`config.mk`:
```
export PLATFORM = sky130hd
export DESIGN_NAME = video_pixel_gen
export DESIGN_NICKNAME = d
export VERILOG_FILES = /design/src/rtl/video_pkg.sv /design/src/rtl/video_shifter.sv /design/src/rtl/video_pixel_gen.sv
export SDC_FILE = /design/constraint.sdc
export NUM_CORES = 1
export LEC_CHECK = 0
export BUFFER_PORTS_ARGS = -buffer_cell sky130_fd_sc_hd__buf_4
export CAP_MARGIN = 40
export CORE_UTILIZATION = 55
export DETAILED_ROUTE_END_ITERATION = 10
export GPL_TIMING_DRIVEN = 1
export PLACE_DENSITY = 0.77
export SYNTH_ARGS = -nofsm -noshare
export SYNTH_HDL_FRONTEND = slang
export SYNTH_SLANG_ARGS = --single-unit
```
`constraint.sdc`:
```
create_clock -name clk_16_i -period 2.4 [get_ports clk_16_i]
set_clock_uncertainty 0.05 [all_clocks]
set_input_delay 0.48 -clock clk_16_i [delete_from_list [all_inputs] [get_ports clk_16_i]]
set_output_delay 0.48 -clock clk_16_i [all_outputs]
set_load 0.01 [all_outputs]
```
`src/rtl/video_pkg.sv`:
```
// Shared constants and the fetch state type for the character-mode pixel generator.
package video_pkg;
    localparam int CHAR_CLKS       = 16;
    localparam int PIXEL_CLKS      = 2;
    localparam int GLYPH_LINE_BITS = 3;

    typedef enum logic [1:0] {
        IDLE,
        CODE,
        GLYPH,
        HOLD
    } fetch_state_e;
endpackage

```
`src/rtl/video_shifter.sv`:
```
// Glyph row shifter: loads a (possibly inverted) glyph and shifts it out MSB first.
module video_shifter (
    input  logic       clk_16_i,
    input  logic       reset_ni,
    input  logic       clr_i,
    input  logic       load_i,
    input  logic       shift_i,
    input  logic [7:0] glyph_i,
    input  logic       reverse_i,
    output logic       pixel_o
);
    logic [7:0] sh_q, sh_d;

    always_comb begin
        sh_d = sh_q;
        if (clr_i) begin
            sh_d = 8'h00;
        end else if (load_i) begin
            sh_d = glyph_i ^ {8{reverse_i}};
        end else if (shift_i) begin
            sh_d = {sh_q[6:0], 1'b0};
        end
    end

    always_ff @(posedge clk_16_i or negedge reset_ni) begin
        if (!reset_ni) begin
            sh_q <= 8'h00;
        end else begin
            sh_q <= sh_d;
        end
    end

    assign pixel_o = sh_q[7];
endmodule

```
`src/rtl/video_pixel_gen.sv`:
```
// Character-mode pixel generator: fetches screen code and glyph row per cell, shifts pixels out.
module video_pixel_gen
    import video_pkg::*;
#(
    parameter int          COLUMNS    = 40,
    parameter int          ROWS       = 25,
    parameter int          CHAR_LINES = 8,
    parameter logic [16:0] VRAM_BASE  = 17'h0_8000,
    parameter logic [16:0] CHAR_BASE  = 17'h1_0000
) (
    input  logic        clk_16_i,
    input  logic        reset_ni,
    input  logic        frame_start_i,
    input  logic        line_start_i,
    input  logic        gfx_i,
    output logic        fetch_req_o,
    output logic [16:0] fetch_addr_o,
    input  logic        fetch_ack_i,
    input  logic [7:0]  fetch_data_i,
    output logic        video_o,
    output logic        active_o,
    output logic        underrun_o
);
    localparam int COL_W = $clog2(COLUMNS);
    localparam int ROW_W = $clog2(ROWS + 1);
    localparam int CNT_W = $clog2(CHAR_CLKS);

    fetch_state_e               state_q, state_d;
    logic                       req_q, req_d;
    logic [16:0]                addr_q, addr_d;
    logic                       discard_q, discard_d;
    logic [7:0]                 code_q, code_d;
    logic [7:0]                 glyph_q, glyph_d;
    logic [COL_W-1:0]           col_q, col_d;
    logic [GLYPH_LINE_BITS-1:0] line_q, line_d;
    logic [ROW_W-1:0]           row_q, row_d;
    logic [16:0]                row_base_q, row_base_d;
    logic                       run_q, run_d;
    logic [CNT_W-1:0]           cnt_q, cnt_d;
    logic                       active_q, active_d;
    logic                       last_q, last_d;
    logic                       underrun_q, underrun_d;

    logic       boundary, pending, sh_clr, sh_load, sh_shift, sh_rev, pixel;
    logic [7:0] sh_glyph;

    assign boundary = run_q && (cnt_q == CNT_W'(CHAR_CLKS - 1));
    assign pending  = req_q && !fetch_ack_i;
    assign sh_shift = active_q && !boundary
                      && ((cnt_q % CNT_W'(PIXEL_CLKS)) == CNT_W'(PIXEL_CLKS - 1));

    always_comb begin
        state_d    = state_q;
        req_d      = req_q;
        addr_d     = addr_q;
        discard_d  = discard_q;
        code_d     = code_q;
        glyph_d    = glyph_q;
        col_d      = col_q;
        line_d     = line_q;
        row_d      = row_q;
        row_base_d = row_base_q;
        run_d      = run_q;
        cnt_d      = cnt_q;
        active_d   = active_q;
        last_d     = last_q;
        underrun_d = underrun_q;
        sh_clr     = 1'b0;
        sh_load    = 1'b0;
        sh_glyph   = 8'h00;
        sh_rev     = 1'b0;

        if (run_q) begin
            cnt_d = cnt_q + CNT_W'(1);
        end

        // A new request only rises from a cycle where req is already low, giving the gap after ack.
        if (req_q && fetch_ack_i) begin
            req_d = 1'b0;
            if (discard_q) begin
                discard_d = 1'b0;
            end else if (state_q == CODE) begin
                code_d  = fetch_data_i;
                state_d = GLYPH;
            end else if (state_q == GLYPH) begin
                glyph_d = fetch_data_i;
                state_d = HOLD;
            end
        end else if (!req_q && state_q == CODE) begin
            req_d  = 1'b1;
            addr_d = VRAM_BASE + row_base_q + 17'(col_q);
        end else if (!req_q && state_q == GLYPH) begin
            req_d  = 1'b1;
            addr_d = CHAR_BASE + {6'b0, gfx_i, code_q[6:0], line_q};
        end

        if (boundary) begin
            if (last_q) begin
                run_d    = 1'b0;
                active_d = 1'b0;
                last_d   = 1'b0;
                if (line_q == GLYPH_LINE_BITS'(CHAR_LINES - 1)) begin
                    line_d     = '0;
                    row_d      = row_q + ROW_W'(1);
                    row_base_d = row_base_q + 17'(COLUMNS);
                end else begin
                    line_d = line_q + GLYPH_LINE_BITS'(1);
                end
            end else begin
                active_d = 1'b1;
                sh_load  = 1'b1;
                if (state_q == HOLD) begin
                    sh_glyph = glyph_q;
                    sh_rev   = code_q[7];
                end else begin
                    underrun_d = 1'b1;
                end
                if (pending) begin
                    discard_d = 1'b1;
                end else begin
                    req_d = 1'b0;
                end
                if (col_q == COL_W'(COLUMNS - 1)) begin
                    state_d = IDLE;
                    last_d  = 1'b1;
                end else begin
                    state_d = CODE;
                    col_d   = col_q + COL_W'(1);
                end
            end
        end

        if (frame_start_i) begin
            row_d      = '0;
            line_d     = '0;
            row_base_d = '0;
            underrun_d = 1'b0;
            active_d   = 1'b0;
            run_d      = 1'b0;
            last_d     = 1'b0;
            state_d    = IDLE;
            sh_clr     = 1'b1;
            if (pending) begin
                discard_d = 1'b1;
            end else begin
                req_d = 1'b0;
            end
        end

        // row_d already reflects a same-cycle frame reset, so frame+line starts row 0 at once.
        if (line_start_i && (row_d < ROW_W'(ROWS))) begin
            col_d    = '0;
            run_d    = 1'b1;
            cnt_d    = CNT_W'(1);
            active_d = 1'b0;
            last_d   = 1'b0;
            state_d  = CODE;
            sh_clr   = 1'b1;
            if (pending) begin
                discard_d = 1'b1;
            end else if (!req_q) begin
                req_d  = 1'b1;
                addr_d = VRAM_BASE + row_base_d;
            end
        end
    end

    always_ff @(posedge clk_16_i or negedge reset_ni) begin
        if (!reset_ni) begin
            state_q    <= IDLE;
            req_q      <= 1'b0;
            addr_q     <= '0;
            discard_q  <= 1'b0;
            code_q     <= '0;
            glyph_q    <= '0;
            col_q      <= '0;
            line_q     <= '0;
            row_q      <= '0;
            row_base_q <= '0;
            run_q      <= 1'b0;
            cnt_q      <= '0;
            active_q   <= 1'b0;
            last_q     <= 1'b0;
            underrun_q <= 1'b0;
        end else begin
            state_q    <= state_d;
            req_q      <= req_d;
            addr_q     <= addr_d;
            discard_q  <= discard_d;
            code_q     <= code_d;
            glyph_q    <= glyph_d;
            col_q      <= col_d;
            line_q     <= line_d;
            row_q      <= row_d;
            row_base_q <= row_base_d;
            run_q      <= run_d;
            cnt_q      <= cnt_d;
            active_q   <= active_d;
            last_q     <= last_d;
            underrun_q <= underrun_d;
        end
    end

    video_shifter u_shifter (
        .clk_16_i  (clk_16_i),
        .reset_ni  (reset_ni),
        .clr_i     (sh_clr),
        .load_i    (sh_load),
        .shift_i   (sh_shift),
        .glyph_i   (sh_glyph),
        .reverse_i (sh_rev),
        .pixel_o   (pixel)
    );

    assign fetch_req_o  = req_q;
    assign fetch_addr_o = addr_q;
    assign active_o     = active_q;
    assign video_o      = active_q & pixel;
    assign underrun_o   = underrun_q;
endmodule

```
==> results.yml <==
timing:
  worst_slew_pin_slew_ps: 561
  rsz0062_at_grt: "false"
  slew_viol_final: 0
  hold_violations: 0
  slew_headroom: 0.626
  min_period_ps: 2290
  timing.fmax_mhz: 436
  finalSetupViolCount: 0
  period_share: 0.955
layout:
  nets: 561
  drive_gt1_frac: 0.256
  areaGrowthSynthToFinish_pct: 18.0
  fin_cells: 644
  fin_area_um2: 5570
  n_antenna_cell: 0
die:
  core_region_area_um2: 8260
  fp-row-count: 33
  pin_count: 35
  die_h_um: 94.6
  die_area_um2: 8960
  initial_core_util: 0.572
  die_w_um: 94.6
placed_design:
  dp_cells: 628
  dpl_cell_area_um2: 5300
  io_buffers: 34
  dp_hpwl_mm: 8.21
  gp_congestion: 0.961
detailed_routing:
  wire_per_inst_um: 17.7
  drtIter0Drc: 257
  ant_nets: 0
  vias_per_cell: 5.98
  vias: 3852
  drc: 0
  dr.pass1.iters: 6
  wirelength_mm: 11.4
clock_network:
  post_cts_buffers: 0
  root_buffer: "clkbuf_8"
  cts_tree: "yes"
  numCtsBuffers: 9
  cts.sinks: 84
  path_clk_slew_ps: 90
  clockBufferDepth: 2
  clock_latency_ps: 360
  h-tree-depth: 3
setup_path:
  required_ps: 2590
  end_kind: "flip-flop"
  startpoint_type: "flip-flop"
  arrival_ps: 2480
  cpPeakStageDelay_ps: 420
  path_cells: "ha_2 > ha_4 > nand2_4 > nor2_2 > or4_4 > a41oi_4 > nand2_2 > buf_12 > mux2_4"
  cp_slowest_cell: "or4_4"
  crit_type: "reg -> reg"
  startpoint: "line_q[1]"
  r2r-start: "line_q[1]"
  path_max_fanout: 13
grt:
  grt_overflow_total: 0
  grt_pass1_vias: 3930
  antenna_found_initial: 0
  grt_max_degree: 44
  grt_usage: 0.284
  grt_pass1_wl_mm: 19.3
logic_synthesis:
  synth_edf_count: 0
  synth.distinct_cells: 51
  synthFlopType: "dfrtp_1"
  netlist_area_um2: 4720
  synth_warnings: 0
  synthesis.nets: 502
  yosys.area_share.simple: 0.181
  synth_compound_area_frac: 0.121
  async_reset_ff_frac: 1.00
  synthAdderAreaFrac: 0.0361
  avgSynthCellArea_um2: 9.94
  synth_top_family_by_area: "simple AND/OR/NAND/NOR gates"
  synth_seq_area_share: 0.445
  ys_ff_latch: 84
  synthMuxAreaShare: 0.105
  netlist_instances: 475
  synth_xor_area_frac: 0.0835
pwr:
  ir_drop_mv: 0.444
  clkPwrFrac: 0.308
  swShare: 0.293
  p_comb_frac: 0.172
  power.switching_uw: 948
  p_int_uw: 2290
  p_per_area_nw_per_um2: 581
  p_leak_uw: 0.00252
  seqPwrFrac: 0.520
job:
  drv_cap: 0
min_path:
  min_path_type: "in -> async"
outcome:
  run_status: "finished clean"
worst max-delay path: cells and delay by family (launching register included):
kind                     cells  cell delay [ps]
multiplexers                 1              300
adder cells (fa/ha/maj)      2              370
AND/OR/NAND/NOR              4              620
buffers and inverters        1              160
flip-flops                   1              410
AO/OA/AOI/OAI                1              240
what timing repair did:
item | CTS | global route
pin swaps | 1 | 2
resized for setup | 1 | 15
hold buffers | 0 | 0
setup endpoints to repair | 2 | 28
synthesized netlist by cell type (2+ instances only):
cell | instances | area [µm²]
a211oi_1 | 7 | 52.6
a21o_1 | 3 | 22.5
a21oi_1 | 35 | 175
a22oi_1 | 6 | 45.0
a311oi_1 | 2 | 17.5
a31o_2 | 2 | 17.5
a31oi_1 | 2 | 12.5
and2_1 | 5 | 31.3
and3_1 | 7 | 43.8
buf_1 | 2 | 7.51
buf_2 | 3 | 15.0
buf_4 | 3 | 22.5
clkbuf_1 | 14 | 52.6
dfrtp_1 | 84 | 2100
ha_1 | 12 | 150
inv_1 | 7 | 26.3
mux2_2 | 20 | 225
mux2_4 | 10 | 150
mux2i_1 | 12 | 120
nand2_1 | 39 | 146
nand2b_1 | 3 | 18.8
nand3_1 | 18 | 90.1
nand4_1 | 9 | 56.3
nand4b_1 | 4 | 35.0
nor2_1 | 46 | 173
nor2b_1 | 8 | 50.1
nor3_1 | 14 | 70.1
nor3b_1 | 3 | 22.5
nor4_1 | 2 | 12.5
o211ai_1 | 2 | 15.0
o21ai_0 | 22 | 110
or3_1 | 7 | 43.8
xnor2_1 | 27 | 236
xor2_1 | 18 | 158
power by group through the flow:
stage / registers [µW] / logic (µW) / clock network (µW)
floorplan: 1640 / 363 / 0
global placement: 1700 / 535 / 0
detailed placement: 1710 / 553 / 0
CTS: 1680 / 554 / 1030
global route: 1700 / 611 / 1080
finish: 1680 / 557 / 995
per-layer routing:
| metal | track usage | wire length (µm) | part of all wire |
|---|---|---|---|
| met3 | 0.0548 | 554 | 0.049 |
| met5 | 0 | 0 | 0 |
| met1 | 0.367 | 4990 | 0.44 |
| met2 | 0.471 | 5520 | 0.49 |
| met4 | 0.107 | 308 | 0.027 |
cells in the final DEF, fill, tap and decap left out, types with 9 or more instances in the layout:
cell      netlist  layout
mux2_2         20      20
nand2_1        39      38
nand3_1        18      18
mux2_4         10      10
nand4_1         9       9
nor3_1         14      13
mux2i_1        12      12
xnor2_1        27      27
dfrtp_1        84      84
a21oi_1        35      34
nor2_1         46      46
o21ai_0        22      21
xor2_1         18      18
clkbuf_8        0      12
buf_4           3      69
per-stage QoR:
stage / hold slack, ps / power, µW / TNS (ps) / worst slack [ps] / utilization
5_1_grt: 87.9 / 3380 / 0 / 10.9 / 0.674
2_1_floorplan: 134 / 2000 / 0 / 17.4 / -
3_5_place_dp: 451 / 2260 / -22.5 / -22.5 / 0.642
3_3_place_gp: 439 / 2240 / 0 / 75.7 / 0.641
4_1_cts: 61.3 / 3270 / 0 / 2.03 / 0.666
6_report: 50.6 / 3230 / 0 / 109 / 0.674
flip-flops by register name (all words and copies together), names as in the netlist, 2 cells and up:
signal	flops
cnt_q	4
code_q	8
col_q	6
fetch_addr_o	17
glyph_q	8
line_q	3
row_base_q	17
row_q	5
state_q	2
u_shifter.sh_q	8
area by class of cell:
class / count / area (µm²)
Inverter: 7 / 26.3
Tap cell: 105 / 131
Clock inverter: 4 / 31.3
Multi-Input combinational cell: 361 / 2560
Fill cell: 629 / 2690
Timing Repair Buffer: 71 / 549
Clock buffer: 12 / 165
Sequential cell: 84 / 2100
cell families after synthesis:
family,Yosys count
xor+xnor,45
mux,42
flops,84
buf+inv,30
fa+ha+maj,13
simple gates,171
compound gates,90
final timing paths:
check	end	slack (ps)	cells after the start
setup / recovery	fetch_addr_o[12]	110	9
setup reg to reg	fetch_addr_o[12]	110	9
min in group clk_16_i	fetch_req_o	290	2
hold reg to reg	code_q[6]	470	1
max in group asynchronous	fetch_addr_o[12]	1600	2
hold / removal	glyph_q[0]	50	1
Note: power is estimated with default switching activity, not from simulation.
